`src/rtl/datapath_sequencer.sv`:
```
// Phase sequencer for the LEGv8 datapath: one-hot phase enables, stall, halt, instruction limit, retired count.
// Latency: outputs are a combinational decode of registered state and stall; first phase_en[0] is one cycle after start.
// Backpressure: stall freezes the active phase and suppresses all enables. Optional SEQ_PERF_COUNTERS_EN adds stall_cycles.
module datapath_sequencer #(
    parameter int WORD       = 64,
    parameter int NUM_PHASES = 5,
    parameter int MAX_INSTR  = 20
) (
    input  logic                  clk,
    input  logic                  reset_n,
    input  logic                  start,
    input  logic                  stall,
    input  logic                  halt_req,
    output logic [NUM_PHASES-1:0] phase_en,
    output logic                  pc_write_en,
    output logic [WORD-1:0]       instr_count,
    output logic                  busy,
`ifdef SEQ_PERF_COUNTERS_EN
    output logic [WORD-1:0]       stall_cycles,
`endif
    output logic                  done
);

    // NUM_PHASES is legal in 2..16, so the phase index is 1..4 bits wide
    localparam int PW = $clog2(NUM_PHASES);
    localparam logic [PW-1:0]   LAST_PHASE = PW'(NUM_PHASES - 1);
    localparam logic [WORD-1:0] MAX_W      = WORD'(MAX_INSTR);

    typedef enum logic [1:0] {
        S_IDLE = 2'd0,
        S_RUN  = 2'd1,
        S_DONE = 2'd2
    } state_e;

    state_e          state_q, state_d;
    logic [PW-1:0]   phase_idx_q, phase_idx_d;
    logic            halt_pending_q, halt_pending_d;
    logic [WORD-1:0] instr_count_q, instr_count_d;

    logic running;
    logic advance;
    logic commit;
    logic limit_hit;
    logic restart;

    assign running   = (state_q == S_RUN);
    assign advance   = running && !stall;
    assign commit    = advance && (phase_idx_q == LAST_PHASE);
    assign restart   = ((state_q == S_IDLE) || (state_q == S_DONE)) && start;
    // Limit compares against the count this commit produces, so MAX_INSTR commits retire before stopping
    assign limit_hit = (MAX_INSTR != 0) && ((instr_count_q + WORD'(1)) == MAX_W);

    assign phase_en    = advance ? (NUM_PHASES'(1) << phase_idx_q) : '0;
    assign pc_write_en = phase_en[NUM_PHASES-1];
    assign instr_count = instr_count_q;
    assign busy        = running;
    assign done        = (state_q == S_DONE);

    // Next-state logic: start/restart, phase stepping, commit, and halt/limit termination
    always_comb begin
        state_d        = state_q;
        phase_idx_d    = phase_idx_q;
        halt_pending_d = halt_pending_q;
        instr_count_d  = instr_count_q;
        case (state_q)
            S_IDLE, S_DONE: begin
                if (start) begin
                    state_d        = S_RUN;
                    phase_idx_d    = '0;
                    halt_pending_d = 1'b0;
                    instr_count_d  = '0;
                end
            end
            S_RUN: begin
                if (commit) begin
                    instr_count_d = instr_count_q + WORD'(1);
                    phase_idx_d   = '0;
                    if (halt_pending_q || halt_req || limit_hit) begin
                        state_d        = S_DONE;
                        halt_pending_d = 1'b0;
                    end
                end else begin
                    // Any non-commit RUN cycle, stalled or not, latches a halt request
                    halt_pending_d = halt_pending_q | halt_req;
                    if (!stall) begin
                        phase_idx_d = phase_idx_q + PW'(1);
                    end
                end
            end
            default: begin
                state_d        = S_IDLE;
                phase_idx_d    = '0;
                halt_pending_d = 1'b0;
                instr_count_d  = '0;
            end
        endcase
    end

    // Sequencer state registers; reset aborts any in-flight instruction without a commit
    always_ff @(posedge clk or negedge reset_n) begin
        if (!reset_n) begin
            state_q        <= S_IDLE;
            phase_idx_q    <= '0;
            halt_pending_q <= 1'b0;
            instr_count_q  <= '0;
        end else begin
            state_q        <= state_d;
            phase_idx_q    <= phase_idx_d;
            halt_pending_q <= halt_pending_d;
            instr_count_q  <= instr_count_d;
        end
    end

`ifdef SEQ_PERF_COUNTERS_EN
    logic [WORD-1:0] stall_cycles_q;

    assign stall_cycles = stall_cycles_q;

    // Saturating count of stalled RUN cycles, cleared on every start
    always_ff @(posedge clk or negedge reset_n) begin
        if (!reset_n) begin
            stall_cycles_q <= '0;
        end else if (restart) begin
            stall_cycles_q <= '0;
        end else if (running && stall && !(&stall_cycles_q)) begin
            stall_cycles_q <= stall_cycles_q + WORD'(1);
        end
    end
`else
    logic unused_restart;
    assign unused_restart = restart;
`endif

endmodule

```
`config.mk`:
```
export PLATFORM = sky130hd
export DESIGN_NAME = datapath_sequencer
export DESIGN_NICKNAME = d
export VERILOG_FILES = /design/src/rtl/datapath_sequencer.sv
export SDC_FILE = /design/constraint.sdc
export NUM_CORES = 1
export LEC_CHECK = 0
export ABC_AREA = 1
export BUFFER_PORTS_ARGS = -buffer_cell sky130_fd_sc_hd__buf_2
export CAP_MARGIN = 20
export CORE_MARGIN = 1
export CORE_UTILIZATION = 55
export DETAILED_ROUTE_END_ITERATION = 8
export GPL_TIMING_DRIVEN = 0
export PLACE_DENSITY = 0.84
export SYNTH_ARGS = -nofsm -noshare
export SYNTH_HDL_FRONTEND = slang
export SYNTH_SLANG_ARGS = --single-unit
```
`constraint.sdc`:
```
create_clock -name clk -period 2.55 [get_ports clk]
set_input_delay 0.3825 -clock clk [delete_from_list [all_inputs] [get_ports clk]]
set_output_delay 0.3825 -clock clk [all_outputs]
set_load 0.05 [all_outputs]
```
======== After elaboration in Yosys (flattened, before gate mapping) ========
Index checks and enable logic that the tools add are counted.
W data, S select, Z words.
word-level totals
  flip-flop bits (word level) ............. 70
  input port bits ......................... 5
  output and inout bits ................... 72
cells by class
  add/sub/neg operators ................... 2
  equal/unequal tests ..................... 9
  shift-type cells ........................ 1
  multiplexer cells ....................... 16
  bitwise gates (word level) .............. 1
  reduce and logical (&&, ||, !) cells .... 11
operators with widths
  operator                 number
  $mux W64                 2
  $pmux W64 S2             1
  $add A64 B1 Y64 const B  1
  $eq A64 B5 Y1 const B    1
  $mux W3                  3
  $mux W2                  3
  $ne A3 B2 Y1 const B     2
  $pmux W3 S2              1
  $reduce_and A2 Y1        3
  $mux W5                  1
  $shl A1 B3 Y5 const A    1
  $ne A2 B1 Y1 const B     2
  $pmux W2 S2              1
  $add A3 B1 Y3 const B    1
  $eq A3 B3 Y1 const B     1
  $mux W1                  3
  $reduce_and A3 Y1        1
  $eq A2 B1 Y1 const B     1
  $eq A2 B2 Y1 const B     1
  $logic_and A1 B1 Y1      2
  $logic_not A2 Y1         1
  $logic_or A1 B1 Y1       2
  $ne A2 B2 Y1 const B     1
  $pmux W1 S2              1
  3 further kinds          3

======== Depth between registers and ports, before layout ========
  depth after elaboration ................. 6
  depth in mapped cells ................... 19

======== Least setup slack after synthesis ========
Ideal clock, no wire load.
  path kind ............................... reg-to-output
  start point ............................. register state_q[0]
  end point ............................... output phase_en[4]
  arrival time ............................ 2,425 ps
  required time ........................... 2,168 ps
  path slack .............................. -258 ps
  cell stages (with the launch flop) ...... 9
  path buffers ............................ 2
  cell sequence ........................... dfrtp_1 > inv_1 > nor2_2 > inv_1 > nor2_1 > inv_1 > nor3_4 > clkbuf_1 > buf_4
between the ends
  word-level cells in the longest chain between the ends .. 3
ends and longest elaborated chain
  element                   line  text
  start: declaration        35    state_e state_q, state_d;
  start signal: assignment  107   state_q <= state_d;
  $eq A2 B1 Y1              46    assign running = (state_q == S_RUN);
  via busy                  17    output logic busy,
  $logic_and A1 B1 Y1       47    assign advance = running && !stall;
  $mux W5                   53    assign phase_en = advance ? (NUM_PHASES'(1) << phase_idx_q) : '0;
  end: declaration          14    output logic [NUM_PHASES-1:0] phase_en,
The timed path passes the listed nets, and every way through them passes these cells.

======== Final worst setup path ========
  start point ............................. register instr_count_q[9] (netlist: instr_count[9])
  end point ............................... register halt_pending_q
between the ends
  word-level cells in the longest chain between the ends .. 5
ends and longest elaborated chain
  element                      line  text
  start: declaration           38    logic [WORD-1:0] instr_count_q, instr_count_d;
  start signal: assignment     110   instr_count_q <= instr_count_d;
  $add A64 B1 Y64              51    assign limit_hit = (MAX_INSTR != 0) && ((instr_count_q + WORD'(1)) == MAX_W);
  $eq A64 B5 Y1                51
  $logic_or A1 B1 Y1           78    if (halt_pending_q || halt_req || limit_hit) begin
  $ne A3 B2 Y1 (no line)       -
  $reduce_and A2 Y1 (no line)  -
  end signal: assignment       109   halt_pending_q <= halt_pending_d;
  end: declaration             37    logic halt_pending_q, halt_pending_d;
No other way between the ends.
A chain may end at the register's enable or synchronous reset.

==> results by stage <==
Status:
- The flow ran to the end, but the final reports show violations.
- The checks that failed: design-rule violations.

GRT:
- The number of antenna violations at the first check in global routing is 0.
- Entering global routing, the biggest net connects 71 pins.
- The number of global-route vias before repair came to 5270.
- The total overflow left after global routing is 0.
- Across every metal layer, demand over resource in global routing totals 35.7%.
- The first global-routing pass estimated 26200 µm of wire.

Synth:
- In this run, synthesis produced a sequential element count of 70.
- Synthesis produced between 800 and 900 cells.
- The number of enable flip-flop cells after synthesis is 0.
- The count of cell types in the netlist is 31.
- Averaged over all synthesized cells, the footprint is approximately 6.3 µm².
- Yosys printed 0 warnings.
- The net count after synthesis is between 800 and 900.
- The most common flop cell mapped by yosys is dfrtp_1.
- For this run, the register share of the synthesized area comes to 34.5%.
- The netlist area before placement is around 5100 µm².
- Of all flip-flops after synthesis, the portion carrying an async set or reset was 100%.

Worst setup path:
- The most frequent cell on the critical path is nand2_1.
- The worst setup path is launched from a flop.
- On the critical path, the stage with the largest delay is an instance of dfrtp_1.
- The internal reg-to-reg setup slack is roughly 0.045 ns.
- The maximum net fanout on the critical path is 10.
- The worst register-to-register path has a depth of 16.
- The endpoint identified for the worst register-to-register timing path is halt_pending_q.
- The launching point of the worst reg2reg path is instr_count[9].
- The endpoint of the most critical setup path is halt_pending_q.
- The endpoint type of the worst setup path is a flop.
- The signal on the critical path passes through nand2_1 > nor2_4 > nand2_1 > nor2_4 > buf_6 > nand3_1 > xor2_2 > nand2_1 > nor2_1 > nand2_1 > nor2_2 > nand3_2 > nand3_2 > nand2_1 > nand2_1 > nand2_1.
- The most critical setup path has its startpoint at instr_count[9].
- The delay of the slowest cell on the worst path is 0.47 ns.
- The arrival time at the worst endpoint is about 2.8 ns.
- STA puts the critical path data required time at around 2.8 ns.
- The worst setup path is of the flop to flop kind.

Detailed routing:
- The remaining design rule violation count is 1.
- In the routed layout, each cell is associated on average with a via count of 5.73.
- Wires add up to between 15000 and 20000 µm.
- The detailed router finished its first iteration with roughly 470 violations.
- The post-route antenna net violation count is 0.
- The number of detailed-routing iterations run before antenna repair is 9.
- The routed via count is roughly 5800.
- Dividing the detail-routed wire length by the instance count gives 16.6 µm.

Finish:
- Compared with the post-synthesis result, the final layout area differs by 19.9%.
- The number of diodes is 0.
- The filler cells instantiated in the layout total between 800 and 900.
- The commonest non-fill, non-tap cell in the layout is nand2_1.
- The top cell types in the final layout, fill and taps aside, are nand2_1, nor2_1, inv_1.
- The post-route netlist has between 10% and 20% of its cells at a drive strength greater than 1.
- The net total in the final layout is 911.

Clock network:
- The maximum root-to-sink buffer count is 2.
- In this run the number of H-tree levels came out at 3.
- TritonCTS built the clock tree.
- The root buffer cell is clkbuf_8.
- The clock latency reported for the late side of the worst-skew pair is 0.36 ns.
- The clock transition time at the flip-flop clock pins of the worst setup and hold paths is around 0.080 ns.
- The quantity of hold-fixing buffers added after cts is 0.
- Counting the buffers created by CTS gives 9.
- CTS saw 70 sinks.

Timing:
- Across the routed clock network, the largest skew measured is around 0.0064 ns.
- The top achievable clock speed is 399 MHz.
- Dividing the final minimum period by the clock period gives 98.2%.
- The final setup violation count is 0.
- The max-slew headroom at the worst pin is between 30% and 40%.
- Setup repair after global routing could not meet its margin everywhere.
- The routed design could run at a clock period as short as about 2.5 ns.
- The actual slew at the worst max-slew pin is 0.923 ns.
- The final hold violation count came to 0.
- The final number of max-transition violations was 0.
- After routing, the total negative slack on setup checks comes to 0 ns.

Placed design:
- Buffers placed on the I/O ports in this run total 76.
- The placer congestion estimate is just under 1.
- The final HPWL from detailed placement is ~12000 µm.

Floorplan:
- The floorplan step defined a die boundary enclosing approximately 9600 µm².
- The width of the die is roughly 100 µm.
- The count of pins on the block boundary is 77.
- The floorplan core area is 8850 µm².
- The initial cell density of the core is a little under three fifths.
- The vertical extent of the die is about 98 µm.
- The initialized floorplan defines 34 standard-cell rows.

Worst hold path:
- The worst hold path belongs to the class primary input to asynchronous set/reset pin.

Power:
- The largest voltage drop on the vdd net is slightly above 700 µV.
- The static leakage is roughly 0.0028 µW.
- The power consumption is between 3000 and 4000 µW.
- The power density of the placed cells is between 500 and 600 nW/µm².

Flow run:
- The count of maximum capacitance violations is 0.
## routing by layer
metal / up-vias / global-route usage [%] / share of wire, %
met4: 0 / 19.2 / 5.7
met2: 373 / 55.9 / 44
met1: 2589 / 46.2 / 40
met5: - / 0 / 0
met3: 83 / 8.16 / 11
li1: 2752 / - / -
## power breakdown
group | total, µW | leakage (µW) | internal, µW | switching [µW]
combinational | 1010 | 0.00170 | 244 | 768
sequential | 1220 | 0.000963 | 1160 | 53.3
clock | 1080 | 0.000116 | 605 | 472
## cell families (layout without fill, tap and decap cells)
| family | count (synthesis) | after routing | share of synthesized area [%] |
|---|---|---|---|
| DFF | 70 | 70 | 34.5 |
| AOI/OAI and AO/OA | 79 | 79 | 9.01 |
| adders and majority gates | 7 | 7 | 1.72 |
| buffers and inverters | 102 | 205 | 8.05 |
| and+or+nand+nor | 523 | 523 | 43.2 |
| xor gates and xnor gates | 20 | 20 | 3.59 |
## cell usage after synthesis (6+ instances only)
cell | count | share of area, %
nor2_4 | 6 | 1.3
o21ai_0 | 42 | 4.1
o22ai_1 | 26 | 3.2
nor2_1 | 148 | 11
ha_1 | 7 | 1.7
a22o_1 | 6 | 1.0
xor2_1 | 17 | 2.9
inv_1 | 82 | 6.1
buf_2 | 6 | 0.59
dfrtp_1 | 70 | 34
nand2_1 | 280 | 21
nor2_2 | 14 | 1.7
nand4_1 | 14 | 1.7
nand3_1 | 43 | 4.2
clkbuf_1 | 6 | 0.44
nor3_1 | 6 | 0.59
## final cells by class
type / count / area, µm² / share of cell area, %
clock inverter: 5 / 81.3 / 1.33
buffer: 15 / 104 / 1.70
multi-input combinational: 629 / 3070 / 50.3
sequential: 70 / 1760 / 28.8
inverter: 87 / 327 / 5.36
tap: 108 / 135 / 2.22
clock buffer: 11 / 151 / 2.48
timing repair buffer: 87 / 472 / 7.74
## timing repair
action                                  in CTS  in global routing
endpoints found under the setup margin      43                 54
pin swaps                                    1                 12
gates cloned                                 0                  0
resized for setup                            7                 40
buffers inserted                             4                  7
## stage by stage
step / util [%] / area, µm² / worst slack [ns] / hold WS, ns / std cells
floorplan: - / 5090 / 0.0502 / 0.0869 / 801
global placement: 63.3 / 5610 / -0.170 / 0.482 / 985
detailed placement: 63.4 / 5610 / -0.165 / 0.480 / 985
CTS: 66.6 / 5890 / -0.0162 / 0.184 / 1005
global route: 68.9 / 6090 / -0.151 / 0.244 / 1012
finish: 68.9 / 6090 / 0.0454 / 0.139 / 1012
## critical path, delay by kind of cell, from the launching register on
family,cells,cell delay (ns)
simple gates,14,1.51
flops,1,0.47
xor+xnor,1,0.22
buf+inv,1,0.20
## state kept, by name, summed over array words and instances (netlist names)
signal          flops
instr_count        64
phase_idx_q         3
state_q             2
halt_pending_q      1
## how the worst min path moves through the flow
stage	endpoint	from	cells past startpoint
floorplan	halt_pending_q	reset_n	0
global placement	halt_pending_q	halt_pending_q	2
detailed placement	halt_pending_q	halt_pending_q	2
CTS	instr_count[23]	reset_n	1
global route	instr_count[32]	reset_n	1
finish	instr_count[23]	reset_n	1
Note: power is estimated with default switching activity, not from simulation.
